$ cat config.mk
export PLATFORM = sky130hd
export DESIGN_NAME = ntt_mem_scheduler_flat
export DESIGN_NICKNAME = d
export VERILOG_FILES = /design/src/rtl/ntt_mem_scheduler_if.sv /design/src/rtl/ntt_mem_scheduler.sv /design/src/flat_wrapper.sv
export SDC_FILE = /design/constraint.sdc
export NUM_CORES = 1
export LEC_CHECK = 0
export ABC_AREA = 1
export BUFFER_PORTS_ARGS = -buffer_cell sky130_fd_sc_hd__buf_2
export CAP_MARGIN = 20
export CELL_PAD_IN_SITES_DETAIL_PLACEMENT = 1
export CELL_PAD_IN_SITES_GLOBAL_PLACEMENT = 2
export CORE_MARGIN = 5
export CORE_UTILIZATION = 27
export DETAILED_ROUTE_END_ITERATION = 6
export PLACE_DENSITY = 0.86
export SYNTH_ARGS = -nofsm -noshare
export SYNTH_HDL_FRONTEND = slang
export SYNTH_SLANG_ARGS = --single-unit
$ cat constraint.sdc
create_clock -name clock -period 1.9 [get_ports clock]
set_input_delay 0.095 -clock clock [delete_from_list [all_inputs] [get_ports clock]]
set_output_delay 0.095 -clock clock [all_outputs]
set_load 0.05 [all_outputs]
$ cat src/rtl/ntt_mem_scheduler_if.sv
// Control/address bundle between the 8-point NTT scheduler
// and its dual-port memory plus butterfly datapath.
interface ntt_mem_scheduler_if #(
    parameter int ADDR_W = 5
);
    logic              start;
    logic              abort;
    logic              mem_enable;
    logic              mem_rw;
    logic [ADDR_W-1:0] mem_addr1;
    logic [ADDR_W-1:0] mem_addr2;
    logic              bf_valid;
    logic [2:0]        tw_exp;
    logic [1:0]        stage;
    logic              busy;
    logic              done;

    modport master (
        input  start,
        input  abort,
        output mem_enable,
        output mem_rw,
        output mem_addr1,
        output mem_addr2,
        output bf_valid,
        output tw_exp,
        output stage,
        output busy,
        output done
    );

    modport slave (
        output start,
        output abort,
        input  mem_enable,
        input  mem_rw,
        input  mem_addr1,
        input  mem_addr2,
        input  bf_valid,
        input  tw_exp,
        input  stage,
        input  busy,
        input  done
    );
endinterface

$ cat src/rtl/ntt_mem_scheduler.sv
// In-place DIF address/twiddle scheduler for one 8-point NTT pass:
// READ, WAIT (butterfly latency), WRITE per butterfly, 12 butterflies.
module ntt_mem_scheduler #(
    parameter int BF_LAT = 2,
    parameter int ADDR_W = 5
) (
    input  logic                 clock,
    input  logic                 reset,
    ntt_mem_scheduler_if.master  bus
);
    typedef enum logic [2:0] {
        IDLE,
        READ,
        WAIT,
        WRITE,
        DONE
    } state_t;

    localparam logic [2:0] WLAST = 3'(BF_LAT);

    state_t     state;
    state_t     state_n;
    logic [1:0] j;
    logic [1:0] stg;
    logic [2:0] wcnt;

    logic [2:0] a1;
    logic [2:0] a2;
    logic [2:0] tw;
    logic       active;

    always_ff @(posedge clock) begin
        if (reset) begin
            state <= IDLE;
        end else begin
            state <= state_n;
        end
    end

    always_comb begin
        state_n = state;
        unique case (state)
            IDLE:    if (bus.start) state_n = READ;
            READ:    state_n = WAIT;
            WAIT:    if (wcnt == WLAST) state_n = WRITE;
            WRITE:   state_n = (j == 2'd3 && stg == 2'd2) ? DONE : READ;
            DONE:    state_n = IDLE;
            default: state_n = IDLE;
        endcase
        // abort beats start in IDLE and cuts any pass short
        if (bus.abort) state_n = IDLE;
    end

    always_ff @(posedge clock) begin
        if (reset) begin
            j    <= '0;
            stg  <= '0;
            wcnt <= '0;
        end else if (state_n == IDLE || state_n == DONE) begin
            j    <= '0;
            stg  <= '0;
            wcnt <= '0;
        end else begin
            if (state == WAIT) begin
                wcnt <= (wcnt == WLAST) ? 3'd0 : wcnt + 3'd1;
            end
            if (state == WRITE) begin
                j <= j + 2'd1;
                if (j == 2'd3) stg <= stg + 2'd1;
            end
        end
    end

    assign active = (state == READ) || (state == WAIT) || (state == WRITE);

    // span = 4 >> stage; twiddle exponent scales with stage
    always_comb begin
        a1 = '0;
        a2 = '0;
        tw = '0;
        if (active) begin
            unique case (stg)
                2'd0: begin
                    a1 = {1'b0, j};
                    a2 = {1'b1, j};
                    tw = {1'b0, j};
                end
                2'd1: begin
                    a1 = {j[1], 1'b0, j[0]};
                    a2 = {j[1], 1'b1, j[0]};
                    tw = {1'b0, j[0], 1'b0};
                end
                2'd2: begin
                    a1 = {j, 1'b0};
                    a2 = {j, 1'b1};
                    tw = 3'd0;
                end
                default: begin
                    a1 = '0;
                    a2 = '0;
                    tw = '0;
                end
            endcase
        end
    end

    assign bus.mem_enable = (state == READ) || (state == WRITE);
    assign bus.mem_rw     = (state != WRITE);
    assign bus.mem_addr1  = ADDR_W'(a1);
    assign bus.mem_addr2  = ADDR_W'(a2);
    assign bus.bf_valid   = (state == WAIT) && (wcnt == 3'd0);
    assign bus.tw_exp     = tw;
    assign bus.stage      = stg;
    assign bus.busy       = (state != IDLE);
    assign bus.done       = (state == DONE);
endmodule

$ cat src/flat_wrapper.sv
// flat-port wrapper written by rule: the top's interface ports become plain ports
module ntt_mem_scheduler_flat 
#(
    parameter int BF_LAT = 2,
    parameter int ADDR_W = 5
)
  (clock, reset, bus_start, bus_abort, bus_mem_enable, bus_mem_rw, bus_mem_addr1, bus_mem_addr2, bus_bf_valid, bus_tw_exp, bus_stage, bus_busy, bus_done);
  ntt_mem_scheduler_if #(.ADDR_W(ADDR_W)) bus_i ();
  input  logic clock;
  input  logic reset;
  input wire logic [$bits(bus_i.start)-1:0] bus_start;
  input wire logic [$bits(bus_i.abort)-1:0] bus_abort;
  output wire logic [$bits(bus_i.mem_enable)-1:0] bus_mem_enable;
  output wire logic [$bits(bus_i.mem_rw)-1:0] bus_mem_rw;
  output wire logic [$bits(bus_i.mem_addr1)-1:0] bus_mem_addr1;
  output wire logic [$bits(bus_i.mem_addr2)-1:0] bus_mem_addr2;
  output wire logic [$bits(bus_i.bf_valid)-1:0] bus_bf_valid;
  output wire logic [$bits(bus_i.tw_exp)-1:0] bus_tw_exp;
  output wire logic [$bits(bus_i.stage)-1:0] bus_stage;
  output wire logic [$bits(bus_i.busy)-1:0] bus_busy;
  output wire logic [$bits(bus_i.done)-1:0] bus_done;
  assign bus_i.start = bus_start;
  assign bus_i.abort = bus_abort;
  assign bus_mem_enable = bus_i.mem_enable;
  assign bus_mem_rw = bus_i.mem_rw;
  assign bus_mem_addr1 = bus_i.mem_addr1;
  assign bus_mem_addr2 = bus_i.mem_addr2;
  assign bus_bf_valid = bus_i.bf_valid;
  assign bus_tw_exp = bus_i.tw_exp;
  assign bus_stage = bus_i.stage;
  assign bus_busy = bus_i.busy;
  assign bus_done = bus_i.done;
  ntt_mem_scheduler #(.BF_LAT(BF_LAT), .ADDR_W(ADDR_W)) u_core (.clock(clock), .reset(reset), .bus(bus_i));
endmodule
==> impl_metrics.env <==
export IMPL_dp_cells=145
export IMPL_routed_wl_met3_um=116
export IMPL_cts_sinks=10
export IMPL_wl_met2_um=731
export IMPL_portBuffers=18
export IMPL_drv_cap=0
export IMPL_worst_r2r_setup_slack_ps=590
export IMPL_ys_seq_area_share_pct=28.5
export IMPL_synth_cells=98
export IMPL_critical_path_arrival_ps=1660
export IMPL_fin_nets=129
export IMPL_status="finished, final reports clean"
export IMPL_rr_worst_depth=7
export IMPL_hold_path_class="in2reg"
export IMPL_grt_pass1_wl_mm=2.71
export IMPL_synth_edff_count=0
export IMPL_powerDensity_mw_per_mm2=571
export IMPL_ys_flop_type="dfxtp_1"
export IMPL_chipWidth_um=61.0
export IMPL_synth_cell_types=26
export IMPL_cts_tree="built"
export IMPL_rsz0062_at_grt="false"
export IMPL_h_tree_depth=1
export IMPL_cts_buffers=3
export IMPL_wl_met1_um=765
export IMPL_intPower_mw=0.341
export IMPL_design_core_area_mm2=0.00248
export IMPL_power_leakage_nw=0.423
export IMPL_diodes=0
export IMPL_fp_dieH_um=61.0
export IMPL_crit_path_end_kind="output port"
export IMPL_synth_seq_cells=10
export IMPL_firstDrtPassIters=3
export IMPL_worstReg2RegEnd="u_core.j[0]"
export IMPL_dp_hpwl_mm=1.40
export IMPL_setup_viol=0
export IMPL_cts_setup_buffers=0
export IMPL_antenna_found_initial=0
export IMPL_start_util_pct=28.3
export IMPL_tns_ps=0
export IMPL_synth_area_um2=702
export IMPL_max_freq_mhz=571
export IMPL_cp_startpoint="u_core.state[0]"
export IMPL_clockPowerShare_pct=41.5
export IMPL_crit_path_max_fanout=5
export IMPL_ant_nets=0
export IMPL_crit_path_end="bus_mem_addr2[2]"
export IMPL_row_count=18
export IMPL_mostFrequentLayoutCells="nand2_1, buf_2, inv_1, nor2_1, dfxtp_1"
export IMPL_power_frac_comb_pct=14.4
export IMPL_final_util_pct=34.1
export IMPL_clock_skew_ps=9.63
export IMPL_maxSlewViolCount=0
export IMPL_fill_cells=343
export IMPL_via_per_inst=4.19
export IMPL_layout_min_cycle_time_ps=1750
export IMPL_syn2layout_area_growth_pct=20.5
export IMPL_post_route_period_util_pct=92.1
export IMPL_dieArea_mm2=0.00372
export IMPL_grt_usage_pct=10.2
export IMPL_drc_errors=0
export IMPL_hold_start="reset"
export IMPL_clockRootBuffer="clkbuf_4"
export IMPL_vias=625
export IMPL_yosysWarnings=0
export IMPL_grt_max_degree=9
export IMPL_swShare_pct=29.3
export IMPL_wl_per_cell_um=11.1
export IMPL_overflow=0
export IMPL_p_switching_mw=0.142
export IMPL_hold_violations=0
export IMPL_first_iter_violations=9
export IMPL_clk_pin_slew_ps=80
export IMPL_drive_above_1_share_pct=31.1
export IMPL_insertion_delay_ps=280
export IMPL_cts_max_path_buffers=2
export IMPL_p_seq_share_pct=44.2
export IMPL_pin_count=24
export IMPL_instances_no_fill=149
export IMPL_gp_congestion=0.830
export IMPL_wirelength_mm=1.66
export IMPL_grt_pass1_vias=624
export IMPL_path_class="reg2out"
export IMPL_top_layer="met4"
export IMPL_critPathRequiredTime_ps=1800
export IMPL_timing_rr_start="u_core.bus.stage[0]"
export IMPL_async_reset_ff_share_pct=0
export IMPL_avgSynthCellArea_um2=7.16
export IMPL_cp_start_kind="register"
export IMPL_peakVddDrop_mv=0.314
[sequential cells by signal (all words and copies together), names as in the netlist]
signal and flops:
u_core.wcnt 3, u_core.bus.stage 2, u_core.state 3, u_core.j 2
[kinds of logic (layout without fill, tap and decap cells)]
group           count (synthesis)  after routing  synth area share, %
compound gates                 14             14                 12.1
xor+xnor                        3              3                 3.74
fa+ha+maj                       5              5                 8.91
buf+inv                        21             38                 13.9
flops                          10             10                 28.5
other cells                     1              5                0.534
simple gates                   44             44                 32.3
[power groups by stage]
stage                     combinational (mW)  clock, mW  sequential (mW)
after CTS                             0.0698      0.206            0.213
final                                 0.0694      0.200            0.213
after global placement                0.0691          0            0.218
after global routing                  0.0735      0.221            0.214
after detailed placement              0.0697          0            0.218
after floorplan                       0.0651          0            0.217
[metrics by stage]
stage	worst slack (ps)	cell area (um^2)	hold WS [ps]	power [mW]
detailed placement	454	807	328	0.288
finish	149	846	42.8	0.483
global placement	478	807	325	0.287
global route	33.8	846	35.8	0.508
CTS	139	843	31.8	0.489
floorplan	3.75	717	173	0.283
[synthesized netlist by cell type (2+ instances only)]
cell type,instances,area (um^2)
a21oi_1,8,40.0
a21oi_2,2,17.5
buf_4,5,37.5
dfxtp_1,10,200
ha_1,5,62.6
inv_1,13,48.8
inv_2,3,11.3
nand2_1,17,63.8
nand2_2,2,12.5
nand3_1,3,15.0
nand3_2,2,20.0
nor2_1,13,48.8
xor2_1,2,17.5
[how the worst min path moves through the flow]
stage,cells after the start,to
after floorplan,1,u_core.state[2]
after CTS,2,u_core.state[2]
final,2,u_core.state[2]
after global routing,2,u_core.state[2]
after global placement,2,u_core.state[2]
after detailed placement,2,u_core.state[2]
[cell type report]
cell class              instances  area, um^2  area share (%)
well taps                      30        37.5            4.44
repair buffers                 18        92.6            10.9
inverters                      16        60.1            7.10
clock buffers                   4        36.3            4.29
multi-input cells              71         419            49.6
flip-flops and latches         10         200            23.7
[routing by layer]
| metal | track usage (%) | up-vias |
|---|---|---|
| met4 | 6.50 | 0 |
| met1 | 12.2 | 262 |
| met2 | 16.3 | 18 |
| li1 | - | 340 |
| met5 | 0 | - |
| met3 | 2.55 | 5 |
[what timing repair did]
action                                  4_1_cts  5_1_grt
endpoints found under the hold margin         0        0
endpoints found under the setup margin        0        1
hold buffers                                  0        0
gates resized for setup                       0        1
[worst max-delay path: stages (launching register included)]
cell and delay, ps:
dfxtp_1 430, nor2_1 120, nor2_2 160, inv_2 50, or2_4 250, a21oi_2 100
buf_2 270
Power figures use the tool's default switching activity.
